$ cat src/rtl/cdc_pkg.sv
// Shared types for the CDC transmit controller: FSM states and err bit positions.
package cdc_pkg;

    typedef enum logic {
        IDLE = 1'b0,
        WAIT = 1'b1
    } state_e;

    localparam int ERR_TO   = 0;
    localparam int ERR_SPUR = 1;

endpackage

$ cat src/rtl/cdc_tx_ctrl_if.sv
// Source-side handshake plus the two-phase request/acknowledge crossing bundle.
interface cdc_tx_ctrl_if #(
    parameter int DW = 8
);

    logic          s_valid;
    logic          s_ready;
    logic [DW-1:0] s_data;
    logic          x_req;
    logic [DW-1:0] x_data;
    logic          x_ack;

    // master: the controller; slave: upstream producer plus destination domain
    modport master (
        input  s_valid, s_data, x_ack,
        output s_ready, x_req, x_data
    );

    modport slave (
        output s_valid, s_data, x_ack,
        input  s_ready, x_req, x_data
    );

endinterface

$ cat src/rtl/async_ff.sv
// Single register stage with asynchronous active-low clear; chained for synchronisers.
module async_ff #(
    parameter int DW = 1
) (
    input  logic          CP,
    input  logic          CLR,
    input  logic [DW-1:0] d_i,
    output logic [DW-1:0] q_o
);

    logic [DW-1:0] q_q;

    always_ff @(posedge CP or negedge CLR) begin
        if (!CLR) q_q <= '0;
        else      q_q <= d_i;
    end

    assign q_o = q_q;

endmodule

$ cat src/rtl/cdc_tx_ctrl.sv
// Two-phase (toggle) request/acknowledge transmit controller for one word across a clock boundary.
module cdc_tx_ctrl
    import cdc_pkg::*;
#(
    parameter int DW     = 8,
    parameter int SYNC   = 2,
    parameter int TO_CYC = 256
) (
    input  logic                 CP,
    input  logic                 CLR,
    cdc_tx_ctrl_if.master        bus,
    input  logic                 err_clr,
    output logic [1:0]           err,
    output logic [15:0]          xfer_cnt
);

    localparam int             CW      = $clog2(TO_CYC);
    localparam logic [CW-1:0]  CNT_MAX = CW'(TO_CYC - 1);
    localparam logic [CW-1:0]  CNT_PRE = CW'(TO_CYC - 2);

    state_e         state_q, state_d;
    logic           x_req_q, x_req_d;
    logic [DW-1:0]  x_data_q, x_data_d;
    logic [CW-1:0]  count_q, count_d;
    logic [1:0]     err_q, err_d, err_set;
    logic [15:0]    xfer_q, xfer_d;
    logic [SYNC:0]  ack_chain;
    logic           ack_s, ack_det, accept, s_ready;

    assign ack_chain[0] = bus.x_ack;

    for (genvar g = 0; g < SYNC; g++) begin : g_sync
        async_ff #(.DW(1)) u_ff (
            .CP  (CP),
            .CLR (CLR),
            .d_i (ack_chain[g]),
            .q_o (ack_chain[g+1])
        );
    end

    assign ack_s   = ack_chain[SYNC];
    assign ack_det = (ack_s == x_req_q);
    assign accept  = bus.s_valid && s_ready;

    always_ff @(posedge CP or negedge CLR) begin
        if (!CLR) state_q <= IDLE;
        else      state_q <= state_d;
    end

    always_comb begin
        state_d = state_q;
        case (state_q)
            IDLE:    if (accept)  state_d = WAIT;
            WAIT:    if (ack_det) state_d = IDLE;
            default:              state_d = IDLE;
        endcase
    end

    always_comb begin
        s_ready = (state_q == IDLE);
    end

    // In WAIT an acknowledge takes priority over the timeout count reaching its limit.
    always_comb begin
        x_req_d  = x_req_q;
        x_data_d = x_data_q;
        count_d  = count_q;
        xfer_d   = xfer_q;
        err_set  = '0;
        if (state_q == IDLE) begin
            if (!ack_det) err_set[ERR_SPUR] = 1'b1;
            if (accept) begin
                x_req_d  = ~x_req_q;
                x_data_d = bus.s_data;
                count_d  = '0;
            end
        end else if (ack_det) begin
            xfer_d = xfer_q + 16'd1;
        end else if (count_q != CNT_MAX) begin
            count_d = count_q + CW'(1);
            if (count_q == CNT_PRE) err_set[ERR_TO] = 1'b1;
        end
        err_d = (err_q & ~{2{err_clr}}) | err_set;
    end

    always_ff @(posedge CP or negedge CLR) begin
        if (!CLR) begin
            x_req_q  <= 1'b0;
            x_data_q <= '0;
            count_q  <= '0;
            err_q    <= '0;
            xfer_q   <= '0;
        end else begin
            x_req_q  <= x_req_d;
            x_data_q <= x_data_d;
            count_q  <= count_d;
            err_q    <= err_d;
            xfer_q   <= xfer_d;
        end
    end

    assign bus.s_ready  = s_ready;
    assign bus.x_req    = x_req_q;
    assign bus.x_data   = x_data_q;
    assign err          = err_q;
    assign xfer_cnt     = xfer_q;

endmodule

$ cat src/flat_wrapper.sv
// flat-port wrapper written by rule: the top's interface ports become plain ports
module cdc_tx_ctrl_flat import cdc_pkg::*;
#(
    parameter int DW     = 8,
    parameter int SYNC   = 2,
    parameter int TO_CYC = 256
)
  (CP, CLR, err_clr, err, xfer_cnt, bus_s_valid, bus_s_data, bus_x_ack, bus_s_ready, bus_x_req, bus_x_data);
  cdc_tx_ctrl_if #(.DW(DW)) bus_i ();
  input  logic CP;
  input  logic CLR;
  input  logic err_clr;
  output logic [1:0] err;
  output logic [15:0] xfer_cnt;
  input wire logic [$bits(bus_i.s_valid)-1:0] bus_s_valid;
  input wire logic [$bits(bus_i.s_data)-1:0] bus_s_data;
  input wire logic [$bits(bus_i.x_ack)-1:0] bus_x_ack;
  output wire logic [$bits(bus_i.s_ready)-1:0] bus_s_ready;
  output wire logic [$bits(bus_i.x_req)-1:0] bus_x_req;
  output wire logic [$bits(bus_i.x_data)-1:0] bus_x_data;
  assign bus_i.s_valid = bus_s_valid;
  assign bus_i.s_data = bus_s_data;
  assign bus_i.x_ack = bus_x_ack;
  assign bus_s_ready = bus_i.s_ready;
  assign bus_x_req = bus_i.x_req;
  assign bus_x_data = bus_i.x_data;
  cdc_tx_ctrl #(.DW(DW), .SYNC(SYNC), .TO_CYC(TO_CYC)) u_core (.CP(CP), .CLR(CLR), .bus(bus_i), .err_clr(err_clr), .err(err), .xfer_cnt(xfer_cnt));
endmodule
$ cat config.mk
export PLATFORM = sky130hd
export DESIGN_NAME = cdc_tx_ctrl_flat
export DESIGN_NICKNAME = d
export VERILOG_FILES = /design/src/rtl/cdc_pkg.sv /design/src/rtl/cdc_tx_ctrl_if.sv /design/src/rtl/async_ff.sv /design/src/rtl/cdc_tx_ctrl.sv /design/src/flat_wrapper.sv
export SDC_FILE = /design/constraint.sdc
export NUM_CORES = 1
export LEC_CHECK = 0
export ABC_AREA = 1
export CAP_MARGIN = 30
export CORE_MARGIN = 1
export CORE_UTILIZATION = 28
export DETAILED_ROUTE_END_ITERATION = 7
export MAX_ROUTING_LAYER = met4
export PLACE_DENSITY_LB_ADDON = 0.2
export SKIP_CTS_REPAIR_TIMING = 1
export SYNTH_ARGS = -nofsm -noshare
export SYNTH_HDL_FRONTEND = slang
export SYNTH_SLANG_ARGS = --single-unit
$ cat constraint.sdc
create_clock -name CP -period 1.3 [get_ports CP]
set_input_delay 0.26 -clock CP [delete_from_list [all_inputs] [get_ports CP]]
set_output_delay 0.26 -clock CP [all_outputs]
set_load 0.05 [all_outputs]
==> out/summary.txt <==
Cell Count Post-Placement: 367
setup skew after layout: 4.81 ps
worst-case reg-to-reg path depth: 8
start-to-end type of the worst setup path: reg -> out
synthesized area per cell: 8.54 um2
Least-Margin Pin Slew: 245 ps
quantity of I/O buffers inserted on ports: 40
TritonCTS Sinks: 38
site row count: 29
TritonCTS clock tree: built
Fmax: 790 MHz
worst hold path stage count: 0
fill cell count: 590
final worst-path cycle share: 97.4%
weighted congestion at the end of routability-driven global placement: 0.783
R2R Path End: u_core.count_q[7]
clock tree root buffer cell: clkbuf_8
IO Count: 41
number of global-route vias before repair: 1574
critical register-to-register path startpoint: u_core.count_q[1]
number of buffers added by the clock tree synthesis step: 5
Crit path required time: 1040 ps
area added between synthesis and finish: 64.5%
ANT nets after route: 0
relative contribution of combinational cells to total power: 57.7%
via count: 1690
Worst Hold Class: reg -> reg
met3 wire length: 135 um
All-Layer GR Usage: 13.8%
Arrival @ worst endpoint: 1010 ps
proportion of power drawn by flip-flops and latches: 29.3%
setup repair after global routing missed its margin: true
Congestion Overflow GR: 0
vertical die dimension: 85.0 um
DRC errors left: 0
highest net fanout along the worst path: 4
number of instances in the synthesized netlist: 226
# setup viols final: 0
result of the run: completed
share of the yosys chip area belonging to registers: 49.3%
final hold viol count: 0
Power, Total: 6.13 mW
Sequential Area: 967 um2
number of nets in the synthesized netlist: 242
worst reg-to-reg setup slack: 40 ps
clock network power share: 13.0%
worst rel slew slack: 83.6%
async set-reset flop share out of synthesis: 100%
Worst-path clk slew: 70 ps
violation count after the first detailed-route iteration: 72
power dissipated by switching net loads: 2.52 mW
Core ar.: 6490 um2
clock buffer depth: 2
area of the die: 7230 um2
hold-critical path endpoint: u_core.g_sync[1].u_ff.q_o
Initial DRT Pass Iterations: 4
share of post-route cells with drive strength above 1: 41.3%
total count of max-transition violations in the final report: 0
H-tree levels: 2
cell area power density: 1930 nW/um2
DR vias/cell: 4.42
startpoint of the lowest-slack hold path: u_core.g_sync[0].u_ff.q_o
wire length of the first global-routing pass: 7.64 mm
static leakage: 1.45 nW
fin util: 48.9%
count of flip-flops with a built-in enable after synthesis: 0
number of synthesized register bits: 38
Worst Setup Start Kind: flip-flop
worst hold margin: 352 ps
sw frac: 41.1%
maximum capacitance violations: 0
number of antenna violations at the first check in global routing: 0
crit path time final: 1270 ps
Yosys warning total: 0
non-filler cells in the finished layout: 382
Total Nets Final: 320
hpwl dp: 3.30 mm
met2 routed wirelength: 2.09 mm
final routed wirelength across all metal layers: 4.46 mm
n_diodes: 0
setup TNS after final layout: 0 ps
clock insertion delay at the later pin of the skew report: 290 ps
Netlist Area Pre-Place: 1930 um2
internal cell power: 3.61 mW
effective utilization at floorplan: 29.7%
most used flip-flop cell after synthesis: dfrtp_1
Die Span X: 85.0 um
capturing element type of the critical path: primary output
total area of multi-input combinational cells: 948 um2
maximum number of pins on one net before global-route repair: 20
met1 layer wirelength in the final routing: 2.16 mm
highest metal layer used by the detailed router: met4
post-detailed-route wirelength per cell: 11.7 um
Distinct cells, synth: 27
peak supply drop: 1.37 mV
kinds of logic after synthesis:
group	synth area share (%)
simple gates	30.4
flops	49.3
buf+inv	6.87
compound gates	3.24
xor+xnor	3.63
mux	4.67
fa+ha+maj	1.95
final cells by class:
cell class	instances	area share (%)
Inverter	26	3.23
Clock buffer	6	2.29
Multi-Input combinational cell	159	29.9
Clock inverter	2	0.315
Timing Repair Buffer	74	30.8
Sequential cell	38	30.5
Tap cell	77	3.04
power by group through the flow:
stage / logic [mW] / clock network (mW) / registers [mW]
after floorplan: 0.868 / 0 / 2.53
after global placement: 3.29 / 0 / 1.81
after detailed placement: 3.32 / 0 / 1.82
after CTS: 3.33 / 0.839 / 1.80
after global routing: 3.75 / 0.869 / 1.84
final: 3.54 / 0.798 / 1.79
placed cells by master (no fill, tap or decap), types with 3 or more instances in the layout:
cell | synthesis | final
dfrtp_1 | 38 | 25
mux2_2 | 8 | 8
nand3_2 | 1 | 3
nor2_1 | 19 | 13
nand2_4 | 1 | 6
clkdlybuf4s50_1 | 0 | 11
nand2_1 | 69 | 64
o21ai_1 | 2 | 3
clkbuf_8 | 0 | 5
buf_4 | 1 | 26
nor2_4 | 2 | 4
o21ai_2 | 3 | 3
nand3b_1 | 3 | 3
dfrtp_2 | 0 | 13
nand4_1 | 8 | 8
buf_12 | 0 | 30
buf_6 | 2 | 5
inv_1 | 23 | 22
nor2_2 | 2 | 6
xor2_1 | 6 | 6
nand3_1 | 17 | 15
nand2_2 | 4 | 5
critical path: stages (launching register included):
cell and delay [ps]:
dfrtp_2 450, buf_6 140, buf_12 130
per-stage QoR:
step	instance area, um2	setup WS, ps
2_1_floorplan	1960	-66.6
3_3_place_gp	2940	-138
3_5_place_dp	2940	-141
4_1_cts	3020	-74.8
5_1_grt	3170	-49.6
6_report	3170	33.6
Yosys cell counts (2+ instances only):
| cell type | instances | area (um2) |
|---|---|---|
| dfrtp_1 | 38 | 951 |
| inv_1 | 23 | 86.3 |
| inv_2 | 3 | 11.3 |
| xnor2_1 | 2 | 17.5 |
| nand2_2 | 4 | 25.0 |
| o21ai_0 | 3 | 15.0 |
| o21ai_2 | 3 | 26.3 |
| nand2_1 | 69 | 259 |
| xor2_1 | 6 | 52.6 |
| ha_1 | 3 | 37.5 |
| o21ai_1 | 2 | 10.0 |
| mux2_2 | 8 | 90.1 |
| nor3_1 | 2 | 10.0 |
| nor2_4 | 2 | 22.5 |
| nor2_1 | 19 | 71.3 |
| nor2_2 | 2 | 12.5 |
| nand4_1 | 8 | 50.1 |
| nand3b_1 | 3 | 22.5 |
| nand3_1 | 17 | 85.1 |
| buf_6 | 2 | 22.5 |
sequential cells by signal, indices dropped and copies added, names as in the netlist:
register,flops
u_core.state_q,1
u_core.bus.x_req,1
u_core.g_sync.u_ff.q_o,2
u_core.bus.x_data,8
u_core.count_q,8
u_core.xfer_cnt,16
u_core.err,2
per-layer routing:
layer  GRT usage (%)  vias to the layer above
met2            20.2                       27
met3            2.72                        5
met4            4.62                        0
met5               -                        -
met1            19.3                      783
li1                -                      875
how the worst max path moves through the flow:
stage / start / endpoint / slack, ps / cells after the start
CTS: u_core.state_q / bus_s_ready / -70 / 3
finish: u_core.xfer_cnt[1] / xfer_cnt[1] / 30 / 2
floorplan: u_core.xfer_cnt[0] / u_core.xfer_cnt[12] / -70 / 8
global route: u_core.count_q[1] / u_core.count_q[7] / -50 / 8
global placement: bus_s_valid / u_core.count_q[6] / -140 / 6
detailed placement: bus_s_valid / u_core.count_q[6] / -140 / 6
No activity file was read; power rests on OpenSTA's default activity.
